--- src/rtl/alu_mem_sequencer.sv ---
// alu_mem_sequencer: fetches operands A and B from memory, drives the ALU,
// registers result/carry and optionally writes the result back.
// Ports: clk/reset (async, active-low); start + a_addr/b_addr/dst_addr/
//   opcode/wb command; busy/done status; result/carry registered ALU
//   outputs; mem_we/mem_re/mem_addr/mem_wdata/mem_rdata memory port;
//   alu_a/alu_b/alu_op registered ALU operands, alu_result/alu_carry back.
module alu_mem_sequencer #(
  parameter int ADDR_W     = 12,
  parameter int DATA_W     = 8,
  parameter int OP_W       = 4,
  parameter int MEM_RD_LAT = 1
) (
  input  logic              clk,
  input  logic              reset,
  input  logic              start,
  input  logic [ADDR_W-1:0] a_addr,
  input  logic [ADDR_W-1:0] b_addr,
  input  logic [ADDR_W-1:0] dst_addr,
  input  logic [OP_W-1:0]   opcode,
  input  logic              wb,
  output logic              busy,
  output logic              done,
  output logic [DATA_W-1:0] result,
  output logic              carry,
  output logic              mem_we,
  output logic              mem_re,
  output logic [ADDR_W-1:0] mem_addr,
  output logic [DATA_W-1:0] mem_wdata,
  input  logic [DATA_W-1:0] mem_rdata,
  output logic [DATA_W-1:0] alu_a,
  output logic [DATA_W-1:0] alu_b,
  output logic [OP_W-1:0]   alu_op,
  input  logic [DATA_W-1:0] alu_result,
  input  logic              alu_carry
);

  localparam int CNT_W =
    (MEM_RD_LAT > 1) ? $clog2(MEM_RD_LAT) : 1;
  localparam logic [CNT_W-1:0] CNT_LAST =
    CNT_W'(MEM_RD_LAT - 1);

  typedef enum logic [2:0] {
    IDLE,
    RD_A,
    WAIT_A,
    RD_B,
    WAIT_B,
    EXEC,
    WR,
    DONE
  } state_t;

  state_t            state;
  logic [CNT_W-1:0]  cnt;
  logic [ADDR_W-1:0] b_q;
  logic [ADDR_W-1:0] dst_q;
  logic              wb_q;
  logic              last;

  assign last = (cnt == CNT_LAST);

  // Strobes are registered, so they are raised on the edge that
  // enters RD_A/RD_B/WR and dropped by the default on the next edge.
  always_ff @(posedge clk or negedge reset) begin
    if (!reset) begin
      state     <= IDLE;
      cnt       <= '0;
      b_q       <= '0;
      dst_q     <= '0;
      wb_q      <= 1'b0;
      busy      <= 1'b0;
      done      <= 1'b0;
      result    <= '0;
      carry     <= 1'b0;
      mem_we    <= 1'b0;
      mem_re    <= 1'b0;
      mem_addr  <= '0;
      mem_wdata <= '0;
      alu_a     <= '0;
      alu_b     <= '0;
      alu_op    <= '0;
    end else begin
      mem_re <= 1'b0;
      mem_we <= 1'b0;
      done   <= 1'b0;
      unique case (state)
        IDLE: begin
          if (start) begin
            b_q      <= b_addr;
            dst_q    <= dst_addr;
            wb_q     <= wb;
            alu_op   <= opcode;
            busy     <= 1'b1;
            mem_re   <= 1'b1;
            mem_addr <= a_addr;
            state    <= RD_A;
          end
        end
        RD_A: begin
          cnt   <= '0;
          state <= WAIT_A;
        end
        WAIT_A: begin
          if (last) begin
            alu_a    <= mem_rdata;
            mem_re   <= 1'b1;
            mem_addr <= b_q;
            state    <= RD_B;
          end else begin
            cnt <= cnt + 1'b1;
          end
        end
        RD_B: begin
          cnt   <= '0;
          state <= WAIT_B;
        end
        WAIT_B: begin
          if (last) begin
            alu_b <= mem_rdata;
            state <= EXEC;
          end else begin
            cnt <= cnt + 1'b1;
          end
        end
        EXEC: begin
          result <= alu_result;
          carry  <= alu_carry;
          if (wb_q) begin
            mem_we    <= 1'b1;
            mem_addr  <= dst_q;
            mem_wdata <= alu_result;
            state     <= WR;
          end else begin
            done  <= 1'b1;
            state <= DONE;
          end
        end
        WR: begin
          done  <= 1'b1;
          state <= DONE;
        end
        DONE: begin
          busy  <= 1'b0;
          state <= IDLE;
        end
        default: state <= IDLE;
      endcase
    end
  end

endmodule

--- config.mk ---
export PLATFORM = sky130hd
export DESIGN_NAME = alu_mem_sequencer
export DESIGN_NICKNAME = d
export VERILOG_FILES = /design/src/rtl/alu_mem_sequencer.sv
export SDC_FILE = /design/constraint.sdc
export NUM_CORES = 1
export LEC_CHECK = 0
export ABC_AREA = 1
export BUFFER_PORTS_ARGS = -buffer_cell sky130_fd_sc_hd__clkbuf_2
export CAP_MARGIN = 30
export CORE_MARGIN = 1.5
export CORE_UTILIZATION = 29
export CTS_CLUSTER_SIZE = 25
export DETAILED_ROUTE_END_ITERATION = 16
export HOLD_SLACK_MARGIN = 0.06
export PLACE_DENSITY_LB_ADDON = 0.05
export SLEW_MARGIN = 10
export SYNTH_ARGS = -nofsm -noshare
export SYNTH_HDL_FRONTEND = slang
export SYNTH_SLANG_ARGS = --single-unit
--- constraint.sdc ---
create_clock -name clk -period 1.35 [get_ports clk]
set_input_delay 0.2025 -clock clk [delete_from_list [all_inputs] [get_ports clk]]
set_output_delay 0.2025 -clock clk [all_outputs]
set_load 0.01 [all_outputs]
**Word-level counts from Yosys, hierarchy flattened**

Cells that the tools add are included.

- Input bits: 61
- Register bits: 82
- Output and inout bits: 53
- Word-level logic and storage cells: 62

- Mux-type cells: 20
- Reductions and logical operators: 13
- Equal/unequal tests: 11
- Add/sub/neg operators: 1
- Bitwise gates (word level): 1

Operators by type and width:

| operator | number |
|---|---|
| $mux 12 | 3 |
| $pmux 12 s3 | 1 |
| $pmux 3 s8 | 1 |
| $eq 3x3->1 const B | 4 |
| $reduce_and 2->1 | 5 |
| $mux 3 | 3 |
| $mux 1 | 8 |
| $ne 2x2->1 const B | 4 |
| $pmux 1 s2 | 4 |
| $eq 3x2->1 const B | 2 |
| $reduce_and 4->1 | 1 |
| $reduce_bool 2->1 | 2 |
| $reduce_or 2->1 | 2 |
| $eq 3x1->1 const B | 1 |
| $logic_not 3->1 | 1 |
| $reduce_and 3->1 | 1 |
| $reduce_bool 3->1 | 1 |
| $add 1x1->1 const B | 1 |
| $not 1->1 | 1 |

**Longest topological paths before layout**

- Depth in word-level cells: 3
- Depth in mapped cells: 9
- Mapped depth without buffers: 7

**Worst setup path before layout**

Ideal clock, no wire load.

- Path type: register -> register
- From: reg state[2]
- To: reg mem_addr[5]
- Cell stages (with the launch flop): 10
- Path slack: 131 ps
- Buffers on the path: 3
- Library setup time: 116 ps
- Data required time: 1234 ps
- Arrival time: 1103 ps
- Period minus slack after synthesis: 1219 ps
- Cells stage by stage: dfrtp_1 > buf_4 > clkinv_1 > nand3_2 > buf_6 > buf_6 > nand3_1 > nand3_1 > nand2_1 > nand2_1

- Longest elaborated chain between the ends: 3
- Elaborated cells on any way between the ends: 9
- Classes of those cells: eq/ne (5); mux (1); reduce/logical (3)

Ends and longest elaborated chain:

| what | RTL line | source |
|---|---|---|
| from (decl) | 53 | `state_t state;` |
| from (signal assigned) | 66 | `state <= IDLE;` |
| from (signal assigned) | 96 | `state <= RD_A;` |
| from (signal assigned) | 101 | `state <= WAIT_A;` |
| $eq 3x3->1 (tied with other cells) | 86 | `unique case (state)` |
| $ne 2x2->1 (no source line) or $reduce_bool 3->1 (tied branches) | -- |  |
| $reduce_and 4->1 (no source line) | -- |  |
| to (signal assigned) | 95 | `mem_addr <= a_addr;` |
| to (signal assigned) | 107 | `mem_addr <= b_q;` |
| to (signal assigned) | 130 | `mem_addr <= dst_q;` |
| to (decl) | 27 | `output logic [ADDR_W-1:0] mem_addr,` |

Several ways; a longest one is shown, not always the timed one.
A chain may end at the register's enable or synchronous reset.

**Worst setup path after layout**

- From: reg state[2]
- To: reg mem_addr[11]

The elaborated chain is that of the path after synthesis.

==> results.ini <==
[timing]
setup_violations = 0
worst_pin_slew_ns = 0.4696
fmax_mhz = 759.5
rsz0062_at_grt = true
relSlewSlack_pct = 68.69
post-route-min-period_ns = 1.317
finalHoldViolCount = 0
hold_ws_ns = 0.07282
skew_ns = 0.005745
fin_crit_sh_pct = 97.53
drv_slew = 0

[floorplan]
pin_count = 114
die_width_um = 110.8
die_y_um = 110.8
core_area_um2 = 11370
start_util_pct = 29.62
dieArea_um2 = 12270
placementRows = 39

[min_path]
holdCritPathClass = in -> reg

[yosys]
ys_types = 21
synth-simple-area-share_pct = 20.58
synth_top_family_by_area = simple AND/OR/NAND/NOR gates
synth_area_per_cell_um2 = 8.703
syn_nets = 448
ys_warn_count = 0
synth.cell_area_um2 = 3368
synth-seq-cells = 81
ys_seq_area_share_pct = 60.18
synth_xor_area_share_pct = 0.2600
synth_compound_area_share_pct = 9.510
synth_fa_ha_area_share_pct = 0
syn-instance-count = 387
synthMuxAreaShare_pct = 0

[pwr]
peakVddDrop_uv = 1389
leakage_nw = 2.677
power.density_nw_per_um2 = 2430

[clock_network]
root_buffer = clkbuf_16
clk_pin_slew_ns = 0.06
clock_path_buffers = 2
cts_sinks = 81
htreeDepth = 3
worstSkewPairLatency_ns = 0.34
tritoncts = built
cts_made_buffers = 9

[grt]
grt_max_degree = 82
grt_pass1_wl_um = 14370
grt_pass1_vias = 2876
gr-total-overflow = 0
track_usage_pct = 15.01
antenna_found_initial = 0

[run_status]
status = finished clean

[drt]
routedWlPerCell_um = 13.30
viasPerCell = 4.311
drc = 0
wirelength_um = 8977
num_vias = 2910
dr.pass1.iters = 4
drtIter0Drc = 131
ant_nets = 0

[critical_path]
worst_ep_required_time_ns = 1.58
crit_arrival_ns = 1.55
cp-end-kind = flop
crit_fanout = 7
worstSetupStartpointType = flop
crit_type = reg -> reg

[place]
port_buffers = 113
hpwl_um = 5981
place_area_um2 = 4258
routabilityCongestion = 0.7460

[cells_and_area]
nets = 591
area_growth_pct = 42.31
stdcell_area_um2 = 4793
fillers = 1190
layout-drive-gt1-share_pct = 34.96
antenna_cells = 0

[run]
maxCapViolCount = 0

[what timing repair did]
action / in CTS / in global routing
setup buffers: 0 / 6
gates resized for setup: 8 / 39
pin swaps: 1 / 8
setup endpoints to repair: 20 / 31
cloned: 0 / 2
hold buffers: 3 / 1
endpoints found under the hold margin: 83 / 1
[state kept, by name, indices dropped and copies added, names as in the netlist]
name and count:
mem_re 1, mem_we 1, result 8, mem_wdata 8, b_q 12, state 3
mem_addr 12, busy 1, alu_b 8, alu_a 8, dst_q 12, carry 1
alu_op 4, done 1, wb_q 1
[Yosys cell counts, drive strengths merged]
master / instances / area (um2)
nand3b: 1 / 7.510
nand2: 133 / 501.7
o21ai: 63 / 315.3
buf: 17 / 112.6
nand4: 1 / 6.260
nor2: 4 / 17.52
clkinv: 1 / 3.750
a21oi: 1 / 5.000
nand3: 29 / 155.2
xor2: 1 / 8.760
nor3: 1 / 5.000
dfrtp: 81 / 2027
inv: 52 / 195.2
clkbuf: 2 / 7.510
[cells by family after synthesis]
family	Yosys count
simple gates	169
flops	81
buf+inv	72
compound gates	64
xor+xnor	1
[stage by stage]
stage	setup slack [ns]	instances	setup TNS, ns	utilization [%]	power [mW]
floorplan	0.1306	387	0	-	6.813
global placement	-0.08847	650	-1.001	37.45	8.773
detailed placement	-0.1690	650	-1.985	37.45	8.854
CTS	0.005949	666	0	40.17	11.18
global route	-0.03927	675	-0.2241	42.16	12.64
finish	0.03335	675	0	42.16	11.65
[power breakdown]
group,internal (mW),switching (mW)
registers,3.62,0.712
clock network,1.26,0.899
logic,2.36,2.79
total,7.24,4.41
[worst max-delay path, cell delays in order (launching register included)]
cell	delay, ns
dfrtp_2	0.49
nor2_4	0.15
nand3b_1	0.16
inv_2	0.11
nor2_4	0.04
buf_4	0.14
nand2_1	0.07
nand2_1	0.04
[layer usage]
| layer | track usage (%) | up-vias | share of wire [%] |
|---|---|---|---|
| met5 | 0 | - | 0 |
| met4 | 5.214 | 0 | 1.8 |
| met3 | 5.905 | 12 | 6.0 |
| met2 | 23.21 | 92 | 45 |
| met1 | 19.16 | 1316 | 47 |
| li1 | - | 1490 | - |
[worst paths after layout]
check                                 start      endpoint  slack [ns]  cells past startpoint
worst max-delay path               state[2]  mem_addr[11]        0.03                      7
worst min-delay path            dst_addr[7]      dst_q[7]        0.07                      3
worst min register to register     alu_a[4]      alu_a[4]        0.48                      2
max in group asynchronous             reset     alu_op[2]        0.54                      3
min in group asynchronous             reset      alu_a[7]        0.42                      3
worst max register to register     state[2]  mem_addr[11]        0.03                      7
[placed cells by master (no fill, tap or decap)]
cell type | Yosys | routed
clkbuf_1 | 2 | 2
xor2_1 | 1 | 1
dlygate4sd3_1 | 0 | 4
o21ai_0 | 38 | 29
dfrtp_1 | 81 | 79
nand3_1 | 27 | 22
nor2_2 | 1 | 1
clkbuf_8 | 0 | 1
buf_12 | 0 | 6
nand4_1 | 1 | 1
buf_6 | 2 | 9
buf_4 | 6 | 18
nand3b_1 | 1 | 1
nand3_2 | 2 | 5
dfrtp_2 | 0 | 2
inv_6 | 0 | 1
nand3_4 | 0 | 2
clkinv_2 | 0 | 1
nand2_2 | 1 | 7
inv_1 | 48 | 48
nor3_1 | 1 | 1
clkbuf_2 | 0 | 112
nand2_1 | 132 | 123
o21ai_1 | 25 | 34
inv_2 | 4 | 4
nor2_4 | 0 | 3
a21oi_1 | 1 | 1
clkbuf_16 | 0 | 11
nand2_4 | 0 | 3
[area by class of cell]
cell class | count | area (um2) | area share [%]
inverters | 53 | 203.9 | 4.255
multi-input cells | 234 | 1122 | 23.41
clock inverters | 1 | 5.005 | 0.1044
repair buffers | 151 | 1007 | 21.01
well taps | 143 | 178.9 | 3.733
flip-flops and latches | 81 | 2029 | 42.34
clock buffers | 12 | 246.5 | 5.142
(Power assumes the default switching activity.)
